`src/rtl/cdb_writeback_arbiter_if.sv`:
```
// Completion-side and CDB-side signal bundle for cdb_writeback_arbiter.
// The master modport is the EX/MEM producer view; the slave modport is the arbiter.
interface cdb_writeback_arbiter_if #(
    parameter int DATA_W = 32,
    parameter int TAG_W  = 8
);
    logic                  flush;
    logic [3:0]            in_valid;
    logic [4*DATA_W-1:0]   in_value;
    logic [4*32-1:0]       in_pc;
    logic [4*TAG_W-1:0]    in_tag;

    logic                  cdb_valid;
    logic [DATA_W-1:0]     cdb_value;
    logic [31:0]           cdb_pc;
    logic [TAG_W-1:0]      cdb_tag;
    logic [1:0]            cdb_src;
    logic [3:0]            src_full;
    logic [3:0]            overflow;

    modport master (
        output flush, in_valid, in_value, in_pc, in_tag,
        input  cdb_valid, cdb_value, cdb_pc, cdb_tag, cdb_src, src_full, overflow
    );

    modport slave (
        input  flush, in_valid, in_value, in_pc, in_tag,
        output cdb_valid, cdb_value, cdb_pc, cdb_tag, cdb_src, src_full, overflow
    );
endinterface

```
`src/rtl/cdb_writeback_arbiter.sv`:
```
// Buffers ALU/MUL/DIV/LOAD completions in per-source FIFOs and grants one per cycle onto the CDB, round-robin.
// Optional macro CDB_BYPASS_EN lets an empty source with a fresh completion compete directly for the bus.
module cdb_writeback_arbiter #(
    parameter int DEPTH  = 2,
    parameter int DATA_W = 32,
    parameter int TAG_W  = 8
) (
    input  logic                   clk,
    input  logic                   reset,
    cdb_writeback_arbiter_if.slave bus
);

    localparam int NSRC  = 4;
    localparam int PTR_W = $clog2(DEPTH);
    localparam int CNT_W = PTR_W + 1;
    localparam logic [CNT_W-1:0] FULL_CNT = CNT_W'(DEPTH);

    typedef struct packed {
        logic [DATA_W-1:0] value;
        logic [31:0]       pc;
        logic [TAG_W-1:0]  tag;
    } entry_t;

    entry_t            fifo_mem [NSRC][DEPTH];
    logic [PTR_W-1:0]  wr_ptr   [NSRC];
    logic [PTR_W-1:0]  rd_ptr   [NSRC];
    logic [CNT_W-1:0]  count    [NSRC];
    logic [1:0]        rr_ptr;

    logic              cdb_valid_q;
    entry_t            cdb_q;
    logic [1:0]        cdb_src_q;
    logic [NSRC-1:0]   overflow_q;

    entry_t            in_entry [NSRC];
    logic [NSRC-1:0]   nonempty;
    logic [NSRC-1:0]   candidate;
    logic [NSRC-1:0]   pop;
    logic [NSRC-1:0]   push;
    logic [NSRC-1:0]   drop;
    logic [NSRC-1:0]   full;
    logic              grant_any;
    logic [1:0]        winner;
    logic [1:0]        idx;
    entry_t            grant_entry;
`ifdef CDB_BYPASS_EN
    logic              grant_bypass;
`endif

    always_comb begin
        for (int i = 0; i < NSRC; i++) begin
            in_entry[i] = {bus.in_value[i*DATA_W +: DATA_W],
                           bus.in_pc[i*32 +: 32],
                           bus.in_tag[i*TAG_W +: TAG_W]};
            nonempty[i] = (count[i] != '0);
            full[i]     = (count[i] == FULL_CNT);
        end
    end

`ifdef CDB_BYPASS_EN
    assign candidate = nonempty | bus.in_valid;
`else
    assign candidate = nonempty;
`endif

    // Round-robin search starting at rr_ptr; first candidate wins.
    always_comb begin
        // NOTE: every variable gets a default before any branch, so no path can infer a latch.
        grant_any = 1'b0;
        winner    = rr_ptr;
        idx       = rr_ptr;
        for (int k = 0; k < NSRC; k++) begin
            idx = rr_ptr + 2'(k);
            if (!grant_any && candidate[idx]) begin
                grant_any = 1'b1;
                winner    = idx;
            end
        end
    end

    always_comb begin
        pop = '0;
        if (grant_any && nonempty[winner]) begin
            pop[winner] = 1'b1;
        end
`ifdef CDB_BYPASS_EN
        grant_bypass = grant_any && !nonempty[winner];
        grant_entry  = grant_bypass ? in_entry[winner] : fifo_mem[winner][rd_ptr[winner]];
`else
        grant_entry  = fifo_mem[winner][rd_ptr[winner]];
`endif
        for (int i = 0; i < NSRC; i++) begin
            // A full FIFO still accepts when its head leaves at the same edge.
            push[i] = bus.in_valid[i] && (!full[i] || pop[i]);
            drop[i] = bus.in_valid[i] && full[i] && !pop[i];
`ifdef CDB_BYPASS_EN
            if (grant_bypass && (winner == 2'(i))) begin
                push[i] = 1'b0;
            end
`endif
        end
    end

    always_ff @(posedge clk) begin
        // NOTE: non-blocking assignments so every register update sees only pre-edge state.
        if (!reset) begin
            for (int i = 0; i < NSRC; i++) begin
                wr_ptr[i] <= '0;
                rd_ptr[i] <= '0;
                count[i]  <= '0;
            end
            rr_ptr      <= '0;
            cdb_valid_q <= 1'b0;
            cdb_q       <= '0;
            cdb_src_q   <= '0;
            overflow_q  <= '0;
        end else if (bus.flush) begin
            for (int i = 0; i < NSRC; i++) begin
                wr_ptr[i] <= '0;
                rd_ptr[i] <= '0;
                count[i]  <= '0;
            end
            rr_ptr      <= '0;
            cdb_valid_q <= 1'b0;
        end else begin
            for (int i = 0; i < NSRC; i++) begin
                if (push[i]) wr_ptr[i] <= wr_ptr[i] + PTR_W'(1);
                if (pop[i])  rd_ptr[i] <= rd_ptr[i] + PTR_W'(1);
                count[i] <= count[i] + CNT_W'(push[i]) - CNT_W'(pop[i]);
                if (drop[i]) overflow_q[i] <= 1'b1;
            end
            cdb_valid_q <= grant_any;
            if (grant_any) begin
                cdb_q     <= grant_entry;
                cdb_src_q <= winner;
                rr_ptr    <= winner + 2'd1;
            end
        end
    end

    // NOTE: storage is deliberately not reset; entry validity lives entirely in the pointers and counts.
    always_ff @(posedge clk) begin
        for (int i = 0; i < NSRC; i++) begin
            if (reset && !bus.flush && push[i]) begin
                fifo_mem[i][wr_ptr[i]] <= in_entry[i];
            end
        end
    end

    assign bus.cdb_valid = cdb_valid_q;
    assign bus.cdb_value = cdb_q.value;
    assign bus.cdb_pc    = cdb_q.pc;
    assign bus.cdb_tag   = cdb_q.tag;
    assign bus.cdb_src   = cdb_src_q;
    assign bus.src_full  = full;
    assign bus.overflow  = overflow_q;

endmodule

```
`src/flat_wrapper.sv`:
```
// flat-port wrapper written by rule: the top's interface ports become plain ports
module cdb_writeback_arbiter_flat 
#(
    parameter int DEPTH  = 2,
    parameter int DATA_W = 32,
    parameter int TAG_W  = 8
)
  (clk, reset, bus_flush, bus_in_valid, bus_in_value, bus_in_pc, bus_in_tag, bus_cdb_valid, bus_cdb_value, bus_cdb_pc, bus_cdb_tag, bus_cdb_src, bus_src_full, bus_overflow);
  cdb_writeback_arbiter_if #(.DATA_W(DATA_W), .TAG_W(TAG_W)) bus_i ();
  input  logic clk;
  input  logic reset;
  input wire logic [$bits(bus_i.flush)-1:0] bus_flush;
  input wire logic [$bits(bus_i.in_valid)-1:0] bus_in_valid;
  input wire logic [$bits(bus_i.in_value)-1:0] bus_in_value;
  input wire logic [$bits(bus_i.in_pc)-1:0] bus_in_pc;
  input wire logic [$bits(bus_i.in_tag)-1:0] bus_in_tag;
  output wire logic [$bits(bus_i.cdb_valid)-1:0] bus_cdb_valid;
  output wire logic [$bits(bus_i.cdb_value)-1:0] bus_cdb_value;
  output wire logic [$bits(bus_i.cdb_pc)-1:0] bus_cdb_pc;
  output wire logic [$bits(bus_i.cdb_tag)-1:0] bus_cdb_tag;
  output wire logic [$bits(bus_i.cdb_src)-1:0] bus_cdb_src;
  output wire logic [$bits(bus_i.src_full)-1:0] bus_src_full;
  output wire logic [$bits(bus_i.overflow)-1:0] bus_overflow;
  assign bus_i.flush = bus_flush;
  assign bus_i.in_valid = bus_in_valid;
  assign bus_i.in_value = bus_in_value;
  assign bus_i.in_pc = bus_in_pc;
  assign bus_i.in_tag = bus_in_tag;
  assign bus_cdb_valid = bus_i.cdb_valid;
  assign bus_cdb_value = bus_i.cdb_value;
  assign bus_cdb_pc = bus_i.cdb_pc;
  assign bus_cdb_tag = bus_i.cdb_tag;
  assign bus_cdb_src = bus_i.cdb_src;
  assign bus_src_full = bus_i.src_full;
  assign bus_overflow = bus_i.overflow;
  cdb_writeback_arbiter #(.DEPTH(DEPTH), .DATA_W(DATA_W), .TAG_W(TAG_W)) u_core (.clk(clk), .reset(reset), .bus(bus_i));
endmodule
```
`config.mk`:
```
export PLATFORM = sky130hd
export DESIGN_NAME = cdb_writeback_arbiter_flat
export DESIGN_NICKNAME = d
export VERILOG_FILES = /design/src/rtl/cdb_writeback_arbiter_if.sv /design/src/rtl/cdb_writeback_arbiter.sv /design/src/flat_wrapper.sv
export SDC_FILE = /design/constraint.sdc
export NUM_CORES = 1
export LEC_CHECK = 0
export ABC_AREA = 1
export BUFFER_PORTS_ARGS = -buffer_cell sky130_fd_sc_hd__buf_4
export CAP_MARGIN = 20
export CORE_MARGIN = 2
export CORE_UTILIZATION = 52
export CTS_CLUSTER_SIZE = 10
export DETAILED_ROUTE_END_ITERATION = 12
export MAX_ROUTING_LAYER = met4
export PLACE_DENSITY_LB_ADDON = 0.2
export SLEW_MARGIN = 40
export SYNTH_ARGS = -nofsm -noshare
export SYNTH_HDL_FRONTEND = slang
export SYNTH_SLANG_ARGS = --single-unit
```
`constraint.sdc`:
```
create_clock -name clk -period 6.2 [get_ports clk]
set_input_delay 1.24 -clock clk [delete_from_list [all_inputs] [get_ports clk]]
set_output_delay 1.24 -clock clk [all_outputs]
set_load 0.01 [all_outputs]
```
==> results of run 1 <==
[Yosys cell counts, drive strengths merged]
cell type	number	area, um^2
conb	1	3.75
nand3b	2	15.0
nand3	180	928
nor3	4	20.0
xnor2	4	35.0
nor2	112	437
nand4	5	46.3
buf	131	733
clkinv	1	3.75
inv	89	339
nand2	1364	5160
edfxtp	588	17700
o211ai	2	15.0
a21oi	41	205
dfxtp	85	1700
clkbuf	18	67.6
o21ai	44	231
a2bb2oi	1	8.76
ha	12	150
or2	4	25.0
o21a	42	315
[worst min path at each step]
stage,from,to,slack [ns]
6_report,u_core.bus.overflow[3],u_core.bus.overflow[3],0.46
5_1_grt,u_core.bus.overflow[3],u_core.bus.overflow[3],0.48
4_1_cts,u_core.bus.overflow[2],u_core.bus.overflow[2],0.46
3_5_place_dp,u_core.bus.overflow[2],u_core.bus.overflow[2],0.45
3_3_place_gp,u_core.bus.overflow[2],u_core.bus.overflow[2],0.44
2_1_floorplan,u_core.rd_ptr[2],u_core.rd_ptr[2],0.44
[state kept, by name, indices dropped and copies added (netlist names), 4 cells and up]
register,count
u_core.fifo_mem,576
u_core.bus.cdb_pc,32
u_core.bus.cdb_value,32
u_core.bus.cdb_tag,8
u_core.count,8
u_core.bus.overflow,4
u_core.rd_ptr,4
u_core.wr_ptr,4
[stage by stage]
stage / std cells / util / total power, uW
6_report: 3850 / 0.632 / 20700
5_1_grt: 3850 / 0.632 / 22400
4_1_cts: 3835 / 0.631 / 20700
3_5_place_dp: 3691 / 0.589 / 16500
3_3_place_gp: 3688 / 0.587 / 16200
2_1_floorplan: 2735 / - / 13800
[logic make-up after synthesis]
logic type	count (synthesis)
compound gates	130
fa+ha+maj	12
xor+xnor	4
buf+inv	239
flops	673
other cells	1
simple gates	1671
[where the power goes]
group | total [uW] | internal (uW) | leakage [uW] | switching [uW]
Sequential | 5520 | 5330 | 0.00606 | 188
Clock | 4140 | 2380 | 0.00108 | 1760
Combinational | 11000 | 3240 | 0.00750 | 7780
[final cells by class]
type                       count  area [um^2]
sequential                   673        19400
inverter                      90          348
clock buffer                 134         2160
tap                          696          871
clock inverter                10          106
antenna                       14         35.0
timing repair buffer         410         3270
multi-input combinational   1823         7740
fill                        4259        19700
[metal layers]
| metal | share of wire | up-vias | global-route usage |
|---|---|---|---|
| met3 | 0.072 | 127 | 0.0467 |
| li1 | - | 9718 | - |
| met2 | 0.48 | 888 | 0.446 |
| met4 | 0.030 | 0 | 0.116 |
| met1 | 0.42 | 9866 | 0.373 |
| met5 | 0 | - | - |
[critical path: stages (launching register included)]
cell and delay [ns]:
edfxtp_1 0.42, nor2_1 0.25, nand2_1 0.15, nand3_1 0.11, nand2_1 0.14, nor2_8 0.18, nand4_4 0.49, nand2_8 0.80
ha_1 0.27, nand2_1 0.16, nand2_1 0.11, nand2_1 0.12, inv_1 0.10, nand2_1 0.15, nor2_4 0.68, buf_4 0.44
==> out/qor.txt, run 1 <==
Design area = 33900 um^2
Vias post-DR = 20600
Vias per cell = 5.35
Max clock buf depth = 3
R2R setup slack = 1.26 ns
CP arrival = 5.22 ns
Cells after Synth = 2730
Num CTS Buffers = 78
Hold crit path type = register to register
End of the critical path = u_core.fifo_mem[0][121]
Die H = 236 um
Setup TNS = 0 ns
Max-slew headroom = 0.433
Syn Std Cell Area = 28100 um^2
Reg2reg start = u_core.count[3][1]
Largest family of logic cells by synthesized area = simple AND/OR/NAND/NOR gates
Max-cap violations = 0
CTS HTree Levels = 3
Hold-fix buffers, CTS = 0
Largest net degree at the start of global routing = 115
F_max = 202 MHz
Slew at the pin closest to its max-slew limit = 0.848 ns
Clk Latency, worst-skew pair = 0.62 ns
Post-synthesis xor/xnor area fraction = 0.00125
Critical Path Start Type = register
Worst-path clk slew = 0.05 ns
Share of cells above drive strength 1 = 0.169
Hold violation count in the final report = 0
Data required, critical path = 6.48 ns
Total die area = 55900 um^2
Hold WS = 0.459 ns
Aggregate global routing overflow = 0
WHS Path Cells = 2
Post-synthesis sequential area ratio = 0.689
Most frequent cells in the layout = nand2_1 (1355), edfxtp_1 (588), buf_4 (394)
Number of global-route vias before repair = 20300
Worst reg2reg path depth = 15
Post-place instance area = 31600 um^2
Initial Util = 0.524
HPWL after detailed placement = 47200 um
DR pass1 iterations = 6
Multiplexer share of the synthesized area = 0
Yosys reg bits = 673
Post-Syn Area per Cell = 10.3 um^2
Ports = 378
Critical path endpoint category = register
Fin. max-slew vios = 0
Core Area = 53600 um^2
Cell variety after synth = 34
CTS Sinks = 673
Most common cell after layout, fill and taps aside = nand2_1
Post_cts resized = 0
TritonCTS clock tree = done
Status = finished, final reports clean
Worst Clk Skew = 0.0155 ns
Peak VDD IR = 0.852 mV
IO buf count = 377
Synth Area in Compound Gates = 0.0276
WL/cell = 20.2 um
Final period demand of the worst path = 4.94 ns
Simple-Gate Fraction of Synth Area = 0.236
Gpl congestion = 0.896
Syn. warnings = 0
Place WS = 1.27 ns
Setup Viol. Count Final = 0
Clock root buffer = clkbuf_16
PD cells = 610 nW/um^2
Crit share post-route = 0.797
Drt initial violations = 1993
ANT nets after route = 0
Initial antenna violation count = 14
Final net count = 3383
Leakage Power = 0.0146 uW
Adder-cell share of the synthesized area = 0.00534
Final setup margin = 1.26 ns
Critical path fanouts, max = 111
Crit path from = u_core.count[3][1]
Setup CP Type = register to register
Number of setup buffers added after CTS = 0
Area growth, synth to finish = 20.6%
Final wirelength = 77800 um
First-pass GRT wire length = 117000 um
Tot GR Track Use = 0.285
FP Rows = 85
Reg2reg end = u_core.fifo_mem[0][121]
Post-route DRC = 0
DIE WIDTH = 236 um
RSZ-0062 raised after global routing = no
(Power assumes the default switching activity.)
==> run 2, diff against run 1 <==
--- a/config.mk
+++ b/config.mk
@@ -5,11 +5,11 @@
 export SDC_FILE = /design/constraint.sdc
 export NUM_CORES = 1
 export LEC_CHECK = 0
-export ABC_AREA = 1
+export ABC_AREA = 0
 export BUFFER_PORTS_ARGS = -buffer_cell sky130_fd_sc_hd__buf_4
 export CAP_MARGIN = 20
 export CORE_MARGIN = 2
-export CORE_UTILIZATION = 52
+export CORE_UTILIZATION = 57
 export CTS_CLUSTER_SIZE = 10
 export DETAILED_ROUTE_END_ITERATION = 12
 export MAX_ROUTING_LAYER = met4
==> constraint.sdc (replaced) <==
create_clock -name clk -period 5.2 [get_ports clk]
set_input_delay 1.04 -clock clk [delete_from_list [all_inputs] [get_ports clk]]
set_output_delay 1.04 -clock clk [all_outputs]
set_load 0.01 [all_outputs]
==> out/qor.txt, run 2 <==
Leading area contributor after synthesis = edfxtp_1
CP arrival = 4.42 ns
ANT nets after route = 0
Core Area = 44100 um^2
CTS Sinks = 673
Number of global-route vias before repair = 16600
Met3 WL = 5530 um
Vias post-DR = 16200
Crit-path most repeated cell = inv_1
Slowest-stage cell, CP = nor3_1
Top FF cell, synth = edfxtp_1
Setup CP Type = register to register
TritonCTS clock tree = done
Combinational Power Share = 0.194
Top delay family on crit path = simple AND/OR/NAND/NOR gates
Post-synthesis sequential area ratio = 0.761
Share of the synthesized area in the top cell type = 0.694
Worst-path clk slew = 0.06 ns
Ports = 378
Drt initial violations = 1732
RSZ-0062 raised after global routing = no
Fin. max-slew vios = 0
PD cells = 445 nW/um^2
Highest metal used = met4
Top cells by area, synth = edfxtp_1 (69%), dfxtp_1 (6.7%), mux2i_1 (4.3%)
DR pass1 iterations = 6
Slowest cell delay on critical path = 0.68 ns
FP Rows = 77
Synth async-reset ratio = 0
Critical path endpoint category = register
Tot GR Track Use = 0.302
F_max = 243 MHz
Aggregate global routing overflow = 0
Most frequent cell after synthesis = edfxtp_1
Clock Power Share = 0.354
Area growth, synth to finish = 23.6%
Data required, critical path = 5.50 ns
Total die area = 46400 um^2
Clk Latency, worst-skew pair = 0.61 ns
Number of setup buffers added after CTS = 0
Max FFs per register = 576
WL/cell = 25.4 um
Max-cap violations = 0
Die H = 215 um
Cell variety after synth = 48
Post-route DRC = 0
EDFF count, synth = 588
Slew at the pin closest to its max-slew limit = 0.838 ns
Total Power = 14000 uW
Leakage Power = 0.0112 uW
Syn Std Cell Area = 25500 um^2
Most common cell after layout, fill and taps aside = edfxtp_1
Clock root buffer = clkbuf_16
Setup TNS = 0 ns
Num CTS Buffers = 77
Crit share post-route = 0.791
Sequential fraction of design power = 0.452
Post-Syn Area per Cell = 15.8 um^2
Wl on met1 = 26700 um
Final wirelength = 67800 um
DIE WIDTH = 215 um
Vias per cell = 6.06
Internal power = 10200 uW
Top cells by count, synth = edfxtp_1 (588), nand2_1 (197), mux2i_1 (109), dfxtp_1 (85), nand3_1 (76)
HPWL after detailed placement = 42900 um
First-pass GRT wire length = 101000 um
Hold WS = 0.473 ns
Final period demand of the worst path = 4.11 ns
Largest net degree at the start of global routing = 56
Share of cells above drive strength 1 = 0.256
Hold crit path type = register to register
Yosys reg bits = 673
Max clock buf depth = 3
Hold-fix buffers, CTS = 0
Sw Pwr = 3800 uW
Cells after Synth = 1608
Critical path fanouts, max = 31
Initial antenna violation count = 16
Most frequent cells in the layout = edfxtp_1 (588), buf_4 (404), nand2_1 (197)
Hold violation count in the final report = 0
Final net count = 2309
Sw Ratio = 0.272
Buf+Inv Stages, Crit Path = 5
Gpl congestion = 0.882
Critical Path Start Type = register
Worst Clk Skew = 0.0211 ns
Syn. warnings = 0
Initial Util = 0.577
IO buf count = 377
Peak VDD IR = 0.298 mV
Status = finished, final reports clean
Setup Viol. Count Final = 0
Worst-path cell chain = or2_1, nor3_1, a221oi_1, clkbuf_2, inv_1, ha_1, nor2b_1, nand2b_1, inv_1, and3_4, buf_12, buf_4
CTS HTree Levels = 3
Post_cts resized = 0
Met2 WL post-DR = 33700 um
Max-slew headroom = 0.441
==> run 2: final timing paths <==
| kind | startpoint | slack (ns) | endpoint | cells past startpoint |
|---|---|---|---|---|
| worst max-delay path | u_core.count[3][1] | 1.09 | u_core.fifo_mem[0][66] | 12 |
| worst min-delay path | u_core.bus.cdb_pc[10] | 0.47 | u_core.bus.cdb_pc[10] | 1 |
| worst max register to register | u_core.count[3][1] | 1.09 | u_core.fifo_mem[0][66] | 12 |
| worst min register to register | u_core.bus.cdb_pc[10] | 0.47 | u_core.bus.cdb_pc[10] | 1 |
==> run 2: worst reg2reg max path: stages (launching register included) <==
cell      delay [ns]
edfxtp_1        0.45
or2_1           0.37
nor3_1          0.68
a221oi_1        0.33
clkbuf_2        0.23
inv_1           0.10
ha_1            0.17
nor2b_1         0.07
nand2b_1        0.24
inv_1           0.12
and3_4          0.56
buf_12          0.29
buf_4           0.22
==> run 2: kinds of logic (layout without fill, tap and decap cells) <==
kind of cell	after synthesis	in the layout	share of synthesized area
buffers and inverters	125	577	0.0240
AND/OR/NAND/NOR	391	391	0.0716
multiplexers	110	110	0.0435
adder cells (fa/ha/maj)	12	12	0.00590
XOR/XNOR	10	10	0.00344
flip-flops	673	673	0.761
other	1	22	0.000147
AO/OA/AOI/OAI	286	286	0.0908
==> run 2: power groups by stage <==
stage,Sequential (uW),Clock [uW],Combinational [uW]
final,6320,4950,2720
after global placement,6410,0,2570
after detailed placement,6430,0,2700
after CTS,6320,5010,2720
after global routing,6340,5220,2920
after floorplan,6450,0,1580
==> run 2: stage by stage <==
step                      setup WS [ns]   util  std cells  area (um^2)
final                              1.09  0.713       2673        31500
after global routing              0.837  0.713       2673        31500
after CTS                          1.12  0.712       2656        31400
after detailed placement           1.20  0.660       2514        29100
after global placement             1.35  0.656       2507        29000
after floorplan                  0.0341      -       1613        25500
==> run 2: metal layers <==
metal	track usage	vias to the layer above
met5	-	-
met4	0.114	0
met3	0.0638	115
met2	0.484	734
met1	0.381	8188
li1	-	7165
==> run 2: layout make-up <==
| cell class | count | area (um^2) |
|---|---|---|
| clock inverter | 3 | 41.3 |
| fill | 2887 | 12700 |
| sequential | 673 | 19400 |
| timing repair buffer | 416 | 3270 |
| multi-input combinational | 815 | 5670 |
| antenna | 16 | 40.0 |
| tap | 592 | 741 |
| clock buffer | 139 | 2260 |
| inverter | 19 | 71.3 |
